--- src/rtl/ctrl_pipeline_pkg.sv ---
// ctrl_pipeline_pkg: shared types and constants for the control-word pipeline.
//   mdu_state_t    : MDU sequencer states (IDLE / BUSY / DONE)
//   CTRL_W_DEFAULT : default control-bundle width
//   MAX_EX_STAGES  : deepest execute split the pipeline is built for
package ctrl_pipeline_pkg;
  typedef enum logic [1:0] {
    IDLE = 2'd0,
    BUSY = 2'd1,
    DONE = 2'd2
  } mdu_state_t;

  localparam int CTRL_W_DEFAULT = 10;
  localparam int MAX_EX_STAGES  = 4;
endpackage

--- src/rtl/ctrl_stage_reg.sv ---
// ctrl_stage_reg: one {valid, ctrl} pipeline stage register.
//   clk, reset : clock, synchronous active-high reset
//   bubble     : load an empty stage instead of the input
//   vld_in     : incoming valid
//   ctrl_in    : incoming control bundle
//   vld, ctrl  : registered stage contents
module ctrl_stage_reg #(
  parameter int CTRL_W = 10
) (
  input  logic              clk,
  input  logic              reset,
  input  logic              bubble,
  input  logic              vld_in,
  input  logic [CTRL_W-1:0] ctrl_in,
  output logic              vld,
  output logic [CTRL_W-1:0] ctrl
);
  // An empty stage always carries ctrl = 0 so reg_write/mem_write stay low
  // in bubbles regardless of what sat on the decode bus.
  always_ff @(posedge clk) begin
    if (reset || bubble) begin
      vld  <= 1'b0;
      ctrl <= '0;
    end else begin
      vld  <= vld_in;
      ctrl <= vld_in ? ctrl_in : '0;
    end
  end
endmodule

--- src/rtl/ctrl_pipeline.sv ---
// ctrl_pipeline: decoded-control pipeline E1..En -> M -> W with valid bits,
// hazard stall / execute flush bubble injection and a multicycle MDU
// busy sequencer that holds decode while a dependent MDU op waits.
//   clk, reset          : clock, synchronous active-high reset
//   ctrl_decode         : control bundle from the decoders
//   valid_decode        : decode holds a real instruction
//   stall_decode        : hazard-unit stall
//   flush_execute       : squash the instruction entering execute
//   mdu_use_decode      : decode op starts the MDU
//   mdu_read_decode     : decode op reads HI/LO
//   ctrl_execute(_last) : EX stage 1 / final EX stage control
//   ctrl_memory/_writeback, valid_* : later stage contents
//   stall_out           : decode/fetch hold (combinational)
//   mdu_busy, mdu_done  : MDU in flight / one-cycle result-ready pulse
module ctrl_pipeline
  import ctrl_pipeline_pkg::*;
#(
  parameter int CTRL_W     = CTRL_W_DEFAULT,
  parameter int EX_STAGES  = 1,
  parameter int MDU_CYCLES = 8
) (
  input  logic              clk,
  input  logic              reset,
  input  logic [CTRL_W-1:0] ctrl_decode,
  input  logic              valid_decode,
  input  logic              stall_decode,
  input  logic              flush_execute,
  input  logic              mdu_use_decode,
  input  logic              mdu_read_decode,
  output logic [CTRL_W-1:0] ctrl_execute,
  output logic [CTRL_W-1:0] ctrl_execute_last,
  output logic [CTRL_W-1:0] ctrl_memory,
  output logic [CTRL_W-1:0] ctrl_writeback,
  output logic              valid_execute,
  output logic              valid_memory,
  output logic              valid_writeback,
  output logic              stall_out,
  output logic              mdu_busy,
  output logic              mdu_done
);
  localparam int STAGES = EX_STAGES + 2;  // E1..En, M, W
  localparam int CNT_W  = $clog2(MDU_CYCLES);

  logic [STAGES-1:0]             vld_pipe;
  logic [STAGES-1:0][CTRL_W-1:0] ctrl_pipe;

  logic mdu_stall, accept;

  assign mdu_stall = mdu_busy & (mdu_use_decode | mdu_read_decode) & valid_decode;
  assign stall_out = stall_decode | mdu_stall;
  assign accept    = valid_decode & mdu_use_decode & ~stall_out & ~flush_execute;

  // Only E1 can take a bubble; later stages always advance.
  for (genvar g = 0; g < STAGES; g++) begin : g_stage
    if (g == 0) begin : g_e1
      ctrl_stage_reg #(.CTRL_W(CTRL_W)) u_reg (
        .clk    (clk),
        .reset  (reset),
        .bubble (stall_out | flush_execute),
        .vld_in (valid_decode),
        .ctrl_in(ctrl_decode),
        .vld    (vld_pipe[g]),
        .ctrl   (ctrl_pipe[g])
      );
    end else begin : g_rest
      ctrl_stage_reg #(.CTRL_W(CTRL_W)) u_reg (
        .clk    (clk),
        .reset  (reset),
        .bubble (1'b0),
        .vld_in (vld_pipe[g-1]),
        .ctrl_in(ctrl_pipe[g-1]),
        .vld    (vld_pipe[g]),
        .ctrl   (ctrl_pipe[g])
      );
    end
  end

  assign ctrl_execute      = ctrl_pipe[0];
  assign valid_execute     = vld_pipe[0];
  assign ctrl_execute_last = ctrl_pipe[EX_STAGES-1];
  assign ctrl_memory       = ctrl_pipe[EX_STAGES];
  assign valid_memory      = vld_pipe[EX_STAGES];
  assign ctrl_writeback    = ctrl_pipe[EX_STAGES+1];
  assign valid_writeback   = vld_pipe[EX_STAGES+1];

  // MDU sequencer
  mdu_state_t       state, state_nxt;
  logic [CNT_W-1:0] cnt, cnt_nxt;

  always_ff @(posedge clk) begin
    if (reset) begin
      state <= IDLE;
      cnt   <= '0;
    end else begin
      state <= state_nxt;
      cnt   <= cnt_nxt;
    end
  end

  // Loading MDU_CYCLES-1 gives MDU_CYCLES-1 BUSY cycles then one DONE cycle.
  // DONE accepts a new op directly so back-to-back MDU ops lose no cycle.
  always_comb begin
    state_nxt = state;
    cnt_nxt   = cnt;
    case (state)
      IDLE, DONE: begin
        if (accept) begin
          state_nxt = BUSY;
          cnt_nxt   = CNT_W'(MDU_CYCLES - 1);
        end else begin
          state_nxt = IDLE;
        end
      end
      BUSY: begin
        if (cnt != '0) cnt_nxt = cnt - 1'b1;
        if (cnt == CNT_W'(1)) state_nxt = DONE;
      end
      default: state_nxt = IDLE;
    endcase
  end

  always_comb begin
    mdu_busy = (state == BUSY);
    mdu_done = (state == DONE);
  end
endmodule

--- config.mk ---
export PLATFORM = sky130hd
export DESIGN_NAME = ctrl_pipeline
export DESIGN_NICKNAME = d
export VERILOG_FILES = /design/src/rtl/ctrl_pipeline_pkg.sv /design/src/rtl/ctrl_stage_reg.sv /design/src/rtl/ctrl_pipeline.sv
export SDC_FILE = /design/constraint.sdc
export NUM_CORES = 1
export LEC_CHECK = 0
export ABC_AREA = 0
export CAP_MARGIN = 20
export CORE_MARGIN = 2
export CORE_UTILIZATION = 30
export DETAILED_ROUTE_END_ITERATION = 8
export PLACE_DENSITY_LB_ADDON = 0.12
export SKIP_CTS_REPAIR_TIMING = 1
export SLEW_MARGIN = 10
export SYNTH_ARGS = -nofsm -noshare
export SYNTH_HDL_FRONTEND = slang
export SYNTH_SLANG_ARGS = --single-unit
--- constraint.sdc ---
create_clock -name clk -period 2.8 [get_ports clk]
set_input_delay 0.56 -clock clk [delete_from_list [all_inputs] [get_ports clk]]
set_output_delay 0.56 -clock clk [all_outputs]
set_load 0.01 [all_outputs]
* Yosys cells after proc, flatten, opt, wreduce, memory -nomap -nowiden
Index checks and enable logic that the tools add are counted.
** Storage, ports and cells
- Bits of input ports :: 17
- Output and inout port bits :: 46
- Flip-flop bits (word level) :: 38
- Logic and storage cells :: 43
** Cells by class
- Equal/unequal tests :: 6
- Mux-type cells :: 6
- Bitwise logic cells :: 13
- Reduce and logical (&&, ||, !) cells :: 9
- Add/sub/neg operators :: 1
** Operators by type and width (number)
- OR reduction 2 bit :: 4
- 2-to-1 mux 3 bit :: 2
- one-hot mux 3 bit (2 select lines) :: 1
- bitwise AND 1 bit :: 5
- NOT 1 bit :: 5
- inequality test 2 x 1 -> 1 bit (second input constant) :: 2
- one-hot mux 2 bit (2 select lines) :: 1
- equality test 3 x 1 -> 1 bit (second input constant) :: 1
- OR 1 bit :: 3
- AND reduction 3 bit :: 1
- nonzero test 3 bit :: 1
- subtractor 3 x 1 -> 3 bit (second input constant) :: 1
- equality test 2 x 1 -> 1 bit (second input constant) :: 1
- equality test 2 bit (second input constant) :: 1
- logical NOT 2 bit :: 1
- 2-to-1 mux 2 bit :: 1
- inequality test 2 bit (second input constant) :: 1
- nonzero test 2 bit :: 1
- logical OR 1 bit :: 1
- 2-to-1 mux 1 bit :: 1

* Depth between registers and ports, before layout
- Depth after elaboration :: 9
- Mapped depth :: 5
- Mapped depth without buffers :: 5

* Modules after synthesis
A second synthesis with hierarchy kept.
** Unflattened totals
- Cell total of the unflattened synthesis :: 121
- Area, all modules :: 1462.7 µm²
** Modules (own cells, without submodules)
- ctrl_stage_reg :: sequential area each 220.2 µm², instances 3, area an instance 362.8 µm², cells each 25
- ctrl_pipeline :: sequential area each 100.1 µm², instances 1, area an instance 374.1 µm², cells each 46

* Least setup slack after synthesis
Ideal clock, no wire load.
- Path type :: input to output
- Start :: in mdu_use_decode
- End :: out stall_out
- Buffers on the path :: 0
- Required time :: 2.240 ns
- Data arrival time :: 0.974 ns
- Slack :: 1.266 ns
- Cell stages on the path :: 2
- Cell sequence :: o21a_1 -> a21o_1
** On the way
- Word-level cells in the longest chain between the ends :: 4
** Ends and longest elaborated chain
- start, declared :: line ctrl_pipeline.sv:28 : input logic mdu_use_decode,
- OR 1 bit :: line ctrl_pipeline.sv:49 : assign mdu_stall = mdu_busy & (mdu_use_decode | mdu_read_decode) & valid_decode;
- bitwise AND 1 bit (2 in a row) :: line ctrl_pipeline.sv:49
- OR 1 bit :: line ctrl_pipeline.sv:50 : assign stall_out = stall_decode | mdu_stall;
- end, declared :: line ctrl_pipeline.sv:37 : output logic stall_out,
No other way between the ends.

* Worst setup path after layout
- Start :: in valid_decode
- End :: out stall_out
** On the way
- Word-level cells in the longest chain between the ends :: 2
** Ends and longest elaborated chain
- start, declared :: line ctrl_pipeline.sv:25 : input logic valid_decode,
- bitwise AND 1 bit :: line ctrl_pipeline.sv:49
- OR 1 bit :: line ctrl_pipeline.sv:50
No other way between the ends.

==> reports/metrics.yaml <==
grt:
  grt_start_max_net_pins: 14
  antenna_found_initial: 0
  grt-ovfl-total: 0
  grt_pass1_vias: 880
  grt_pass1_wl_um: 4130
  grtUsageTotal_pct: 11.1
layout:
  seq_area_um2: 761
  final_util_pct: 49.8
  insertedDiodeCount: 0
  drive_gt1_share_pct: 8.24
  fill_cells: 366
  layout.nets: 189
  fin_cells: 220
  multi_input_area_um2: 424
  area_delta_synth_final_pct: 56.6
routing:
  dr.pass1.iters: 4
  antenna_left: 0
  drt_wl_total_um: 2420
  drt_iter0_drc: 54
  drt-wirelength-per-cell_um: 11.0
  vias: 892
  vias_per_cell: 4.05
  drc_errors: 0
yosys:
  synth_seq_cells: 38
  synth_edf_count: 0
  synth_cell_type_count: 23
  syn-instance-count: 113
  synthesis.area_um2: 1290
  yosys_warnings: 0
  synth-main-ff-cell: "dfxtp_1"
  synth.avg_cell_area_um2: 11.4
  synth_top_area_share_pct: 59.0
  seq_area_frac_synth_pct: 59.0
  synth_top_area_cell: "dfxtp_1"
  synthTopCellsByArea: "dfxtp_1 (59%), and2_1 (15%), buf_4 (6.4%), ha_1 (2.9%), a2111oi_4 (2.1%)"
  synth_common_cells: "dfxtp_1 (38), and2_1 (31), buf_4 (11)"
  synth_most_common_cell: "dfxtp_1"
  synthArstFlopShare_pct: 0
  synth_fp_nets: 133
clocking:
  cts_htree_levels: 2
  cts-root-buf: "clkbuf_8"
  insertion_delay_ns: 0.28
  clockBufferDepth: 2
  numCtsBuffers: 5
  clock_sinks: 38
  clk_pin_slew_ns: 0.08
  cts_tree: "yes"
hold_path:
  hold_path.startpoint: "g_stage[1].g_rest.u_reg.ctrl[5]"
  min_path_type: "flip-flop to flip-flop"
  holdPathStages: 1
  hold_path_end: "g_stage[2].g_rest.u_reg.ctrl[5]"
sta:
  fin_crit_sh_pct: 89.2
  slew_viol_final: 0
  hold_ws_ns: 0.454
  max_freq_mhz: 400
  rsz0062_at_grt: "false"
  worstMarginPinSlew_ns: 0.570
  relSlewSlack_pct: 61.9
  setup_tns_ns: 0
  setup_viol: 0
  finalCriticalPeriod_ns: 2.50
  finClkSkew_ns: 0.00567
  finalHoldViolations: 0
worst_setup_path:
  endpoint_kind: "output pin"
  r2r_slack_ns: 1.46
  crit_fanout: 2
  start_kind: "input pin"
  reg2reg_from: "state[0]"
  required_ns: 2.24
  r2r-end: "g_stage[0].g_e1.u_reg.ctrl[3]"
  worstSetupPathType: "input pin to output pin"
  arrival_ns: 1.94
  reg2reg_depth: 4
placed_design:
  gp_congestion: 0.769
  portBuffers: 62
  dp_hpwl_um: 1900
  dp.cells: 212
die:
  die_w_um: 69.6
  io_pins: 63
  dieArea_um2: 4840
  die_h_um: 69.6
  start_util_pct: 31.8
  num_rows: 23
  core_um2: 4060
status:
  outcome: "finished, final reports clean"
power_and_ir_drop:
  power_density_nw_per_um2: 575
  p_leak_uw: 0.000776
  peakVddDrop_mv: 0.317
run:
  maxCapViolCount: 0
[flip-flops by register name, indices dropped and copies added (netlist names)]
signal,count
g_stage.g_rest.u_reg.ctrl,20
g_stage.g_e1.u_reg.ctrl,10
cnt,3
g_stage.g_rest.u_reg.vld,2
state,2
g_stage.g_e1.u_reg.vld,1
[layout by cell type (no fill, tap or decap), types with 2 or more instances in the layout]
cell	netlist	routed
ha_1	3	3
bufinv_16	0	2
nand2_1	2	2
nand2b_1	3	3
inv_1	3	3
clkbuf_8	0	5
nor2b_1	3	3
a21oi_1	4	4
clkdlybuf4s50_1	0	62
dfxtp_1	38	38
and2_1	31	31
[metal layers]
metal	global-route usage (%)	wire [µm]	share of wire, %	up-vias
met3	4.36	203	8.4	4
li1	-	-	-	463
met2	17.1	1140	47	44
met4	6.54	46	1.9	0
met5	0	0	0	-
met1	13.0	1030	43	381
[final cells by class]
class                   instances  area share (%)
flip-flops and latches         38            37.6
repair buffers                 62            30.7
well taps                      50            3.10
clock buffers                   5            3.41
clock inverters                 3            3.41
inverters                       4           0.743
multi-input cells              58            21.0
[power by group]
group	switching (µW)	leakage (µW)	internal [µW]
clock	187	0.0000683	357
combinational	25.2	0.000401	42.7
sequential	4.37	0.000307	546
total	217	0.000776	946
[how the worst max path moves through the flow]
stage	startpoint	to	slack, ns	cells past startpoint
6_report	valid_decode	stall_out	0.30	4
5_1_grt	valid_decode	stall_out	0.24	4
4_1_cts	valid_decode	stall_out	0.29	4
3_5_place_dp	valid_decode	stall_out	0.29	4
3_3_place_gp	valid_decode	stall_out	0.31	4
2_1_floorplan	mdu_use_decode	stall_out	1.27	2
[cell families (layout without fill, tap and decap cells)]
kind of cell	Yosys count	in the layout	synth area share (%)
buffers and inverters	17	74	8.15
and+or+nand+nor	44	44	22.2
DFF	38	38	59.0
AOI/OAI and AO/OA	11	11	7.76
adders and majority gates	3	3	2.91
[worst max-delay path, stage by stage]
cell and delay, ns:
clkdlybuf4s50_1 0.52, o21a_1 0.20, a21o_1 0.13, clkdlybuf4s50_1 0.52
[through the flow]
step / area, µm² / power, µW / setup slack (ns)
after floorplan: 1290 / 592 / 1.27
after global placement: 1880 / 631 / 0.311
after detailed placement: 1880 / 632 / 0.293
after CTS: 2020 / 1180 / 0.293
after global routing: 2020 / 1210 / 0.237
final: 2020 / 1160 / 0.302
(Power assumes the default switching activity.)
